==> src/rtl/engagement_sequencer.sv <==
// engagement_sequencer
// Confirm / arm / fire / cooldown sequencer that sits downstream of combat
// management. It produces a one-cycle fire strobe and keeps a munition count.
// An emergency landing alert forces ABORT from every state. All outputs are
// registers loaded from the next-state decode, so no input reaches an output
// combinationally.
`timescale 1ns/1ps

module engagement_sequencer #(
  parameter int unsigned LOCK_CONFIRM    = 4,
  parameter int unsigned ARM_CYCLES      = 8,
  parameter int unsigned COOLDOWN_CYCLES = 16,
  parameter int unsigned MAX_ROUNDS      = 4,
  parameter logic [31:0] MIN_DISTANCE    = 32'd500
) (
  input  logic        CLK,
  input  logic        RST,
  input  logic        threat_detected,
  input  logic        safe_to_engage,
  input  logic [31:0] distance_to_target,
  input  logic        emergency_landing_alert,
  input  logic        reload,
  output logic        missile_fire,
  output logic        lock_acquired,
  output logic        abort_flag,
  output logic [3:0]  rounds_remaining,
  output logic [2:0]  engagement_state
);

  // One shared counter serves ACQUIRE, ARMING and COOLDOWN. It only ever
  // counts up to (longest phase - 1).
  localparam int unsigned CNT_MAX_AB =
    (LOCK_CONFIRM > ARM_CYCLES) ? LOCK_CONFIRM : ARM_CYCLES;
  localparam int unsigned CNT_MAX =
    (CNT_MAX_AB > COOLDOWN_CYCLES) ? CNT_MAX_AB : COOLDOWN_CYCLES;
  localparam int unsigned CNT_W = (CNT_MAX > 1) ? $clog2(CNT_MAX) : 1;

  localparam logic [CNT_W-1:0] LOCK_LAST = CNT_W'(LOCK_CONFIRM - 1);
  localparam logic [CNT_W-1:0] ARM_LAST  = CNT_W'(ARM_CYCLES - 1);
  localparam logic [CNT_W-1:0] COOL_LAST = CNT_W'(COOLDOWN_CYCLES - 1);
  localparam logic [3:0]       ROUNDS_FULL = 4'(MAX_ROUNDS);

  typedef enum logic [2:0] {
    ST_IDLE     = 3'd0,
    ST_ACQUIRE  = 3'd1,
    ST_ARMING   = 3'd2,
    ST_FIRE     = 3'd3,
    ST_COOLDOWN = 3'd4,
    ST_ABORT    = 3'd5
  } state_t;

  state_t           state_reg;
  state_t           state_next;
  logic [CNT_W-1:0] cnt_reg;
  logic [CNT_W-1:0] cnt_next;
  logic [3:0]       rounds_reg;
  logic [3:0]       rounds_next;
  logic             fire_reg;
  logic             lock_reg;
  logic             abort_reg;
  logic [2:0]       state_code_reg;
  logic             engage_ok;
  logic             reload_ok;

  // Engagement qualification; an empty magazine blocks any new engagement.
  always_comb begin
    engage_ok = threat_detected && safe_to_engage &&
                (distance_to_target >= MIN_DISTANCE) &&
                (rounds_reg != 4'd0);
    reload_ok = reload && ((state_reg == ST_IDLE) || (state_reg == ST_ABORT));
  end

  // Next-state, counter and munition-count decisions.
  always_comb begin
    state_next  = state_reg;
    cnt_next    = cnt_reg;
    rounds_next = rounds_reg;

    // Reload depends only on the current state, so it is honoured in ABORT
    // even while the emergency flag keeps the sequencer parked there.
    if (reload_ok) begin
      rounds_next = ROUNDS_FULL;
    end

    if (emergency_landing_alert) begin
      state_next = ST_ABORT;
      cnt_next   = '0;
    end else begin
      case (state_reg)
        ST_IDLE: begin
          if (engage_ok) begin
            state_next = ST_ACQUIRE;
            cnt_next   = '0;
          end
        end
        ST_ACQUIRE: begin
          if (!engage_ok) begin
            state_next = ST_IDLE;
            cnt_next   = '0;
          end else if (cnt_reg == LOCK_LAST) begin
            state_next = ST_ARMING;
            cnt_next   = '0;
          end else begin
            cnt_next = cnt_reg + 1'b1;
          end
        end
        ST_ARMING: begin
          if (!engage_ok) begin
            state_next = ST_IDLE;
            cnt_next   = '0;
          end else if (cnt_reg == ARM_LAST) begin
            // The round is spent as the sequencer commits to FIRE.
            state_next  = ST_FIRE;
            cnt_next    = '0;
            rounds_next = rounds_reg - 4'd1;
          end else begin
            cnt_next = cnt_reg + 1'b1;
          end
        end
        ST_FIRE: begin
          state_next = ST_COOLDOWN;
          cnt_next   = '0;
        end
        ST_COOLDOWN: begin
          // Qualification is ignored here; a new shot starts from IDLE.
          if (cnt_reg == COOL_LAST) begin
            state_next = ST_IDLE;
            cnt_next   = '0;
          end else begin
            cnt_next = cnt_reg + 1'b1;
          end
        end
        ST_ABORT: begin
          state_next = ST_IDLE;
          cnt_next   = '0;
        end
        default: begin
          // Unused encodings fall back to IDLE.
          state_next = ST_IDLE;
          cnt_next   = '0;
        end
      endcase
    end
  end

  // State, counter, munitions and Moore output registers.
  always_ff @(posedge CLK or posedge RST) begin
    if (RST) begin
      state_reg      <= ST_IDLE;
      cnt_reg        <= '0;
      rounds_reg     <= ROUNDS_FULL;
      fire_reg       <= 1'b0;
      lock_reg       <= 1'b0;
      abort_reg      <= 1'b0;
      state_code_reg <= 3'd0;
    end else begin
      state_reg      <= state_next;
      cnt_reg        <= cnt_next;
      rounds_reg     <= rounds_next;
      fire_reg       <= (state_next == ST_FIRE);
      lock_reg       <= (state_next == ST_ARMING) || (state_next == ST_FIRE);
      abort_reg      <= (state_next == ST_ABORT);
      state_code_reg <= state_next;
    end
  end

  assign missile_fire     = fire_reg;
  assign lock_acquired    = lock_reg;
  assign abort_flag       = abort_reg;
  assign rounds_remaining = rounds_reg;
  assign engagement_state = state_code_reg;

endmodule

==> config.mk <==
export PLATFORM = sky130hd
export DESIGN_NAME = engagement_sequencer
export DESIGN_NICKNAME = d
export VERILOG_FILES = /design/src/rtl/engagement_sequencer.sv
export SDC_FILE = /design/constraint.sdc
export NUM_CORES = 1
export LEC_CHECK = 0
export ABC_AREA = 1
export BUFFER_PORTS_ARGS = -buffer_cell sky130_fd_sc_hd__buf_4
export CAP_MARGIN = 10
export CELL_PAD_IN_SITES_DETAIL_PLACEMENT = 1
export CELL_PAD_IN_SITES_GLOBAL_PLACEMENT = 1
export CORE_MARGIN = 2
export CORE_UTILIZATION = 34
export DETAILED_ROUTE_END_ITERATION = 10
export GPL_TIMING_DRIVEN = 1
export PLACE_DENSITY = 0.8
export SKIP_CTS_REPAIR_TIMING = 1
export SYNTH_ARGS = -nofsm -noshare
export SYNTH_HDL_FRONTEND = slang
export SYNTH_SLANG_ARGS = --single-unit
==> constraint.sdc <==
create_clock -name CLK -period 3.7 [get_ports CLK]
set_input_delay 0.74 -clock CLK [delete_from_list [all_inputs] [get_ports CLK]]
set_output_delay 0.74 -clock CLK [all_outputs]
set_load 0.02 [all_outputs]
---- After elaboration in Yosys (flattened, before gate mapping) ----
Cells that the tools add are included.
storage, ports and cells
  register bits ........................... 14
  latch bits .............................. 0
  memory bits (writable) .................. 0
  memory bits (read-only) ................. 0
  word-level logic and storage cells ...... 50
  memories kept ........................... 0
operators by class
  add/sub/neg operators ................... 2
  $mul .................................... 0
  div/mod/pow operators ................... 0
  order comparisons ....................... 1
  equality and inequality tests ........... 12
  shift operators ......................... 0
  multiplexer cells ....................... 21
  bitwise gates (word level) .............. 0
  reduce and logical (&&, ||, !) cells .... 8
operators with widths
  kind                   number
  $mux W4                12
  $ge A32 B9 Y1 const B  1
  $mux W3                7
  $pmux W4 S4            1
  $pmux W3 S5            1
  $eq A3 B2 Y1 const B   4
  $eq A3 B3 Y1 const B   3
  $add A4 B1 Y4 const B  1
  $eq A4 B2 Y1 const B   1
  $eq A4 B3 Y1 const B   1
  $eq A4 B4 Y1 const B   1
  $logic_and A1 B1 Y1    4
  $reduce_bool A4 Y1     1
  $sub A4 B1 Y4 const B  1
  $eq A3 B1 Y1 const B   1
  $logic_not A3 Y1       1
  $ne A3 B3 Y1 const B   1
  $logic_or A1 B1 Y1     2

---- Logic depth before layout (Yosys ltp) ----
  word-level depth ........................ 8
  mapped depth ............................ 10

---- Worst setup path before layout ----
No wires, ideal clock.
  path type ............................... input to register
  start ................................... in distance_to_target[12]
  end ..................................... reg fire_reg, in the netlist missile_fire
  setup time .............................. 0.114 ns
  arrival ................................. 1.564 ns
  data required time ...................... 3.586 ns
  slack ................................... 2.022 ns
  cell stages on the path ................. 9
  buffers on the path ..................... 1
  path through ............................ nor2_1 > nand2_1 > nor2_4 > nand4_4 > buf_6 > nand4_1 > nand2_1 > nand3_1 > inv_1
between the ends
  cells in the longest elaborated chain, start to end .. 7
  elaborated cells between the ends (all ways) .. 9
  classes of those cells .................. 1 x order compare; 1 x eq/ne; 5 x mux; 2 x reduce/logical
ends and longest elaborated chain
  element                     line         text
  from (decl)                 20           input logic [31:0] distance_to_target,
  $ge A32 B9 Y1 (*)           68           (distance_to_target >= MIN_DISTANCE) &&
  $logic_and A1 B1 Y1 (*)     67           engage_ok = threat_detected && safe_to_engage &&
  $logic_and A1 B1 Y1 (*)     68
  $mux W3 (on tied branches)  108, 91, 97
  $pmux W3 S5 (*)             89           case (state_reg)
  $mux W3 (*)                 85           if (emergency_landing_alert) begin
  $eq A3 B2 Y1 (*)            160          fire_reg <= (state_next == ST_FIRE);
  to (signal assigned)        160
  to (decl)                   58           logic fire_reg;
Every way passes the cells marked *; elsewhere a longest branch is shown, timed or not.
A chain may end at the register's enable or synchronous reset.

---- Worst setup path in the final report ----
  start ................................... reg state_code_reg[2], in the netlist engagement_state[2]
  end ..................................... out engagement_state[2]
RTL lines
  element                 line  text
  from (decl)             61    logic [2:0] state_code_reg;
  from (signal assigned)  163   state_code_reg <= state_next;
  to (decl)               27    output logic [2:0] engagement_state
No word-level cell between the ends.

==> flow_results.org <==
** Yosys
- Number of enable flip-flop cells after synthesis :: 0
- Mean Syn Cell Area :: approximately 7.3 um^2
- Cell variety after synth :: 30
- Fraction of post-synthesis cell area in the top cell type by area :: 29.8%
- Portion of the post-synthesis area used by sequential elements :: 32.2%
- Yosys attributes the largest share of cell area to dfrtp_1 (30%), nand2_1 (11%), nor2_1 (7.9%), nand3_1 (6.4%), inv_1 (5.5%).
- Primary FF master, synth :: dfrtp_1
- For this run, asynchronously set or reset flops after synthesis account for 100%.
- During synthesis, Yosys emitted a total of 0 warnings.
- Counting flops and latches in the post-synthesis netlist gives 14.
- After synthesis the cells add up to 1090 um^2.
- Post-synth top area cell :: dfrtp_1
- Post-Syn Nets :: between 150 and 200
- Count of mapped cells out of synthesis :: 149

** Die
- The core region is 3050 um^2.
- Total I/O pin count :: 48
- Measured along the y axis, the die boundary spans approximately 60 um.
- The die covers 3680 um^2.
- From left edge to right edge, the die measures 60.7 um.
- The floorplan has 20 rows.
- Once the floorplan was initialized, standard cells occupied 35.8% of the core.

** CTS
- TritonCTS built the clock tree.
- # clock sinks :: 14
- For the worst-skew pair, the clock arrives at the later sink with an insertion delay of 0.30 ns.
- The longest clock path from root to sink contains 2 buffers.
- CTS Root Buffer Type :: clkbuf_4
- In this run the number of H-tree levels came out at 1.
- After clock tree synthesis, the clock-pin slew on the worst setup and hold paths is 0.10 ns.
- Total CTS buffers :: 3

** Routing
- Iteration-0 DRC Markers :: 17
- In this run the remaining antenna-violating nets after routing total 0.
- Average wire length per cell after detail routing :: 12.9 um
- Aggregate routed wire length :: 3.09 mm
- Vias post-DR :: between 1,000 and 1,500
- Detailed Routing Iterations Pass 1 :: 4
- Using the TritonRoute via totals, the vias-per-cell ratio works out to 4.77.
- In the routed design, unresolved DRC markers number 0.

** Global routing
- Layer with the highest usage after global routing :: met2
- First-pass GRT wire length :: 5.13 mm
- Maximum number of pins on one net before global-route repair :: 15
- After global routing the overflow that remains totals 0.
- The via count of the first global-routing pass came to 1,169.
- In the global route stage, met3 resource usage came out at 2.77%.
- Global Route Usage Sum :: around 19%
- The number of antenna violations at the first check in global routing came to 0.
- Global routing consumed, on the met2 layer, 30.9% of the routing resources.
- In the global route stage, met1 resource usage came out at 23.5%.

** Power
- Maximum ir drop on the vdd rail :: 0.224 mV
- Ratio of total power to cell area :: 238 nW/um^2
- Overall Power :: 356 uW
- Standby leakage power :: 0.739 nW

** Timing
- Final Max Tran Viols :: 0
- Worst slew pin tran :: 0.552 ns
- In the finished design, the share of the clock period the worst path needs comes to 48.1%.
- Setup violations remaining at the end of the flow were counted as 0.
- The smallest clock period supported by the final layout is computed as approximately 1.8 ns.
- Final Hold Viols :: 0
- Worst clock skew on the final layout :: 0.00777 ns
- Maximum clock rate :: 0.562 GHz
- Setup repair after global routing missed its margin :: no
- For the final routed database, the setup TNS stands at 0 ns.
- Measured against its own limit, the worst slew margin works out to 63.1%.
- Final WS setup :: 1.92 ns

** Finish
- Most common cell after layout, fill and taps aside :: buf_4
- The multi-input combinational cells in the finished layout cover a total of 636 um^2.
- Summing all flip-flop and latch instances after layout gives 352 um^2.
- Relative to the synthesized area, the layout overhead comes to 36.9%.
- Final std cells w/o fill :: 239
- The repair_antennas step left the layout with diodes totalling 0.
- In the final layout, the share of cells above drive strength 1 is 36.9%.
- At the end of the flow, the number of nets in the layout was ~240.
- After filler insertion, the fill cell instance count of the layout stands at 405.
- Once layout is done, the placed cells without fillers occupy 1500 um^2.
- The top cell types in the final layout, fill and taps aside, are buf_4 (45), nand2_1 (32), nor2_1 (23).

** Hold path
- Class of the tightest hold or removal check :: input pin to async pin

** Setup path
- The setup path with the least slack is of type register to output port.
- Startpoint of the most critical register-to-register path :: rounds_remaining[0]
- CP required :: 2.96 ns
- Counting cells, the worst reg-to-reg path comes to 6.
- Number of buffers and inverters on the critical path :: 1
- The signal on the critical path passes through buf_4.
- Worst setup SP type :: register
- In this run the number of cells on the critical path is 1.
- STA puts the critical path data arrival time at about 1.0 ns.
- Type of destination of the critical path :: output port
- The largest single stage delay on the critical path is 0.53 ns.
- Largest driver fanout on the critical path :: 8
- The largest individual stage delay along the critical path comes from the cell dfrtp_1.
- Slack of the worst reg-to-reg path :: 1.97 ns
- Among cell families on the critical path, the largest total delay comes from flip-flops.
- The worst register-to-register path ends at rounds_remaining[3].

** Job
- # Max-Cap Violations :: 0

** Placed design
- Post-Place Worst Slack :: about 1.7 ns
- Number of buffers inserted by port buffering :: 45
- The congestion estimate from routability-driven global placement came to 0.740.
- HPWL after DPL :: between 2 and 2.5 mm
- Counting tap cells, the placed design contains a total of approximately 240 instances.
- Post-DP Area :: 1460 um^2

** Run status
- The flow ran to the end, and the final reports show no timing, DRC or antenna violations.
layer usage:
layer	wire (um)	share of wire [%]
met4	66	2.1
met1	1370	44
met3	187	6.1
met5	0	0
met2	1470	47
kinds of logic (layout without fill, tap and decap cells):
family	count (synthesis)	after routing	share of synthesized area, %
xor gates and xnor gates	3	3	2.41
and+or+nand+nor	96	96	46.9
DFF	14	14	32.2
AOI/OAI and AO/OA	10	10	6.64
buffers and inverters	24	70	9.62
adders and majority gates	2	2	2.29
power breakdown:
| part | switching, mW | internal, mW | total (mW) | leakage (nW) |
|---|---|---|---|---|
| clock | 0.0577 | 0.0601 | 0.118 | 0.0210 |
| sequential | 0.00545 | 0.156 | 0.162 | 0.183 |
| combinational | 0.0374 | 0.0388 | 0.0762 | 0.535 |
Yosys cell counts (2+ instances only):
library cell,instances
buf_6,2
inv_1,16
ha_1,2
nand3_2,2
nand2_1,32
dfrtp_1,13
a21oi_1,2
nor3_2,2
nand3_1,14
xor2_1,2
nor2_1,23
nand4_4,2
nand4_1,8
inv_2,4
o21ai_1,4
nor2_2,7
how the worst max path moves through the flow:
stage                            from                   to  slack, ns
6_report          engagement_state[2]  engagement_state[2]       1.92
5_1_grt           rounds_remaining[0]  rounds_remaining[3]       1.82
4_1_cts           engagement_state[2]  engagement_state[2]       1.92
3_5_place_dp   distance_to_target[21]           cnt_reg[1]       1.69
3_3_place_gp   distance_to_target[26]           cnt_reg[3]       1.74
2_1_floorplan  distance_to_target[12]         missile_fire       2.02
metrics by stage:
step | utilization [%] | hold slack, ns
after floorplan | - | 0.475
after global placement | 47.8 | 0.497
after detailed placement | 47.8 | 0.509
after CTS | 49.0 | 0.508
after global routing | 49.0 | 0.537
final | 49.0 | 0.478
cell type report:
cell class                      instances  area share, %
Multi-Input combinational cell        111           42.5
Timing Repair Buffer                   45           22.6
Tap cell                               44           3.68
Sequential cell                        14           23.5
Inverter                               21           5.27
Clock buffer                            4           2.43
Note: power is estimated with default switching activity, not from simulation.
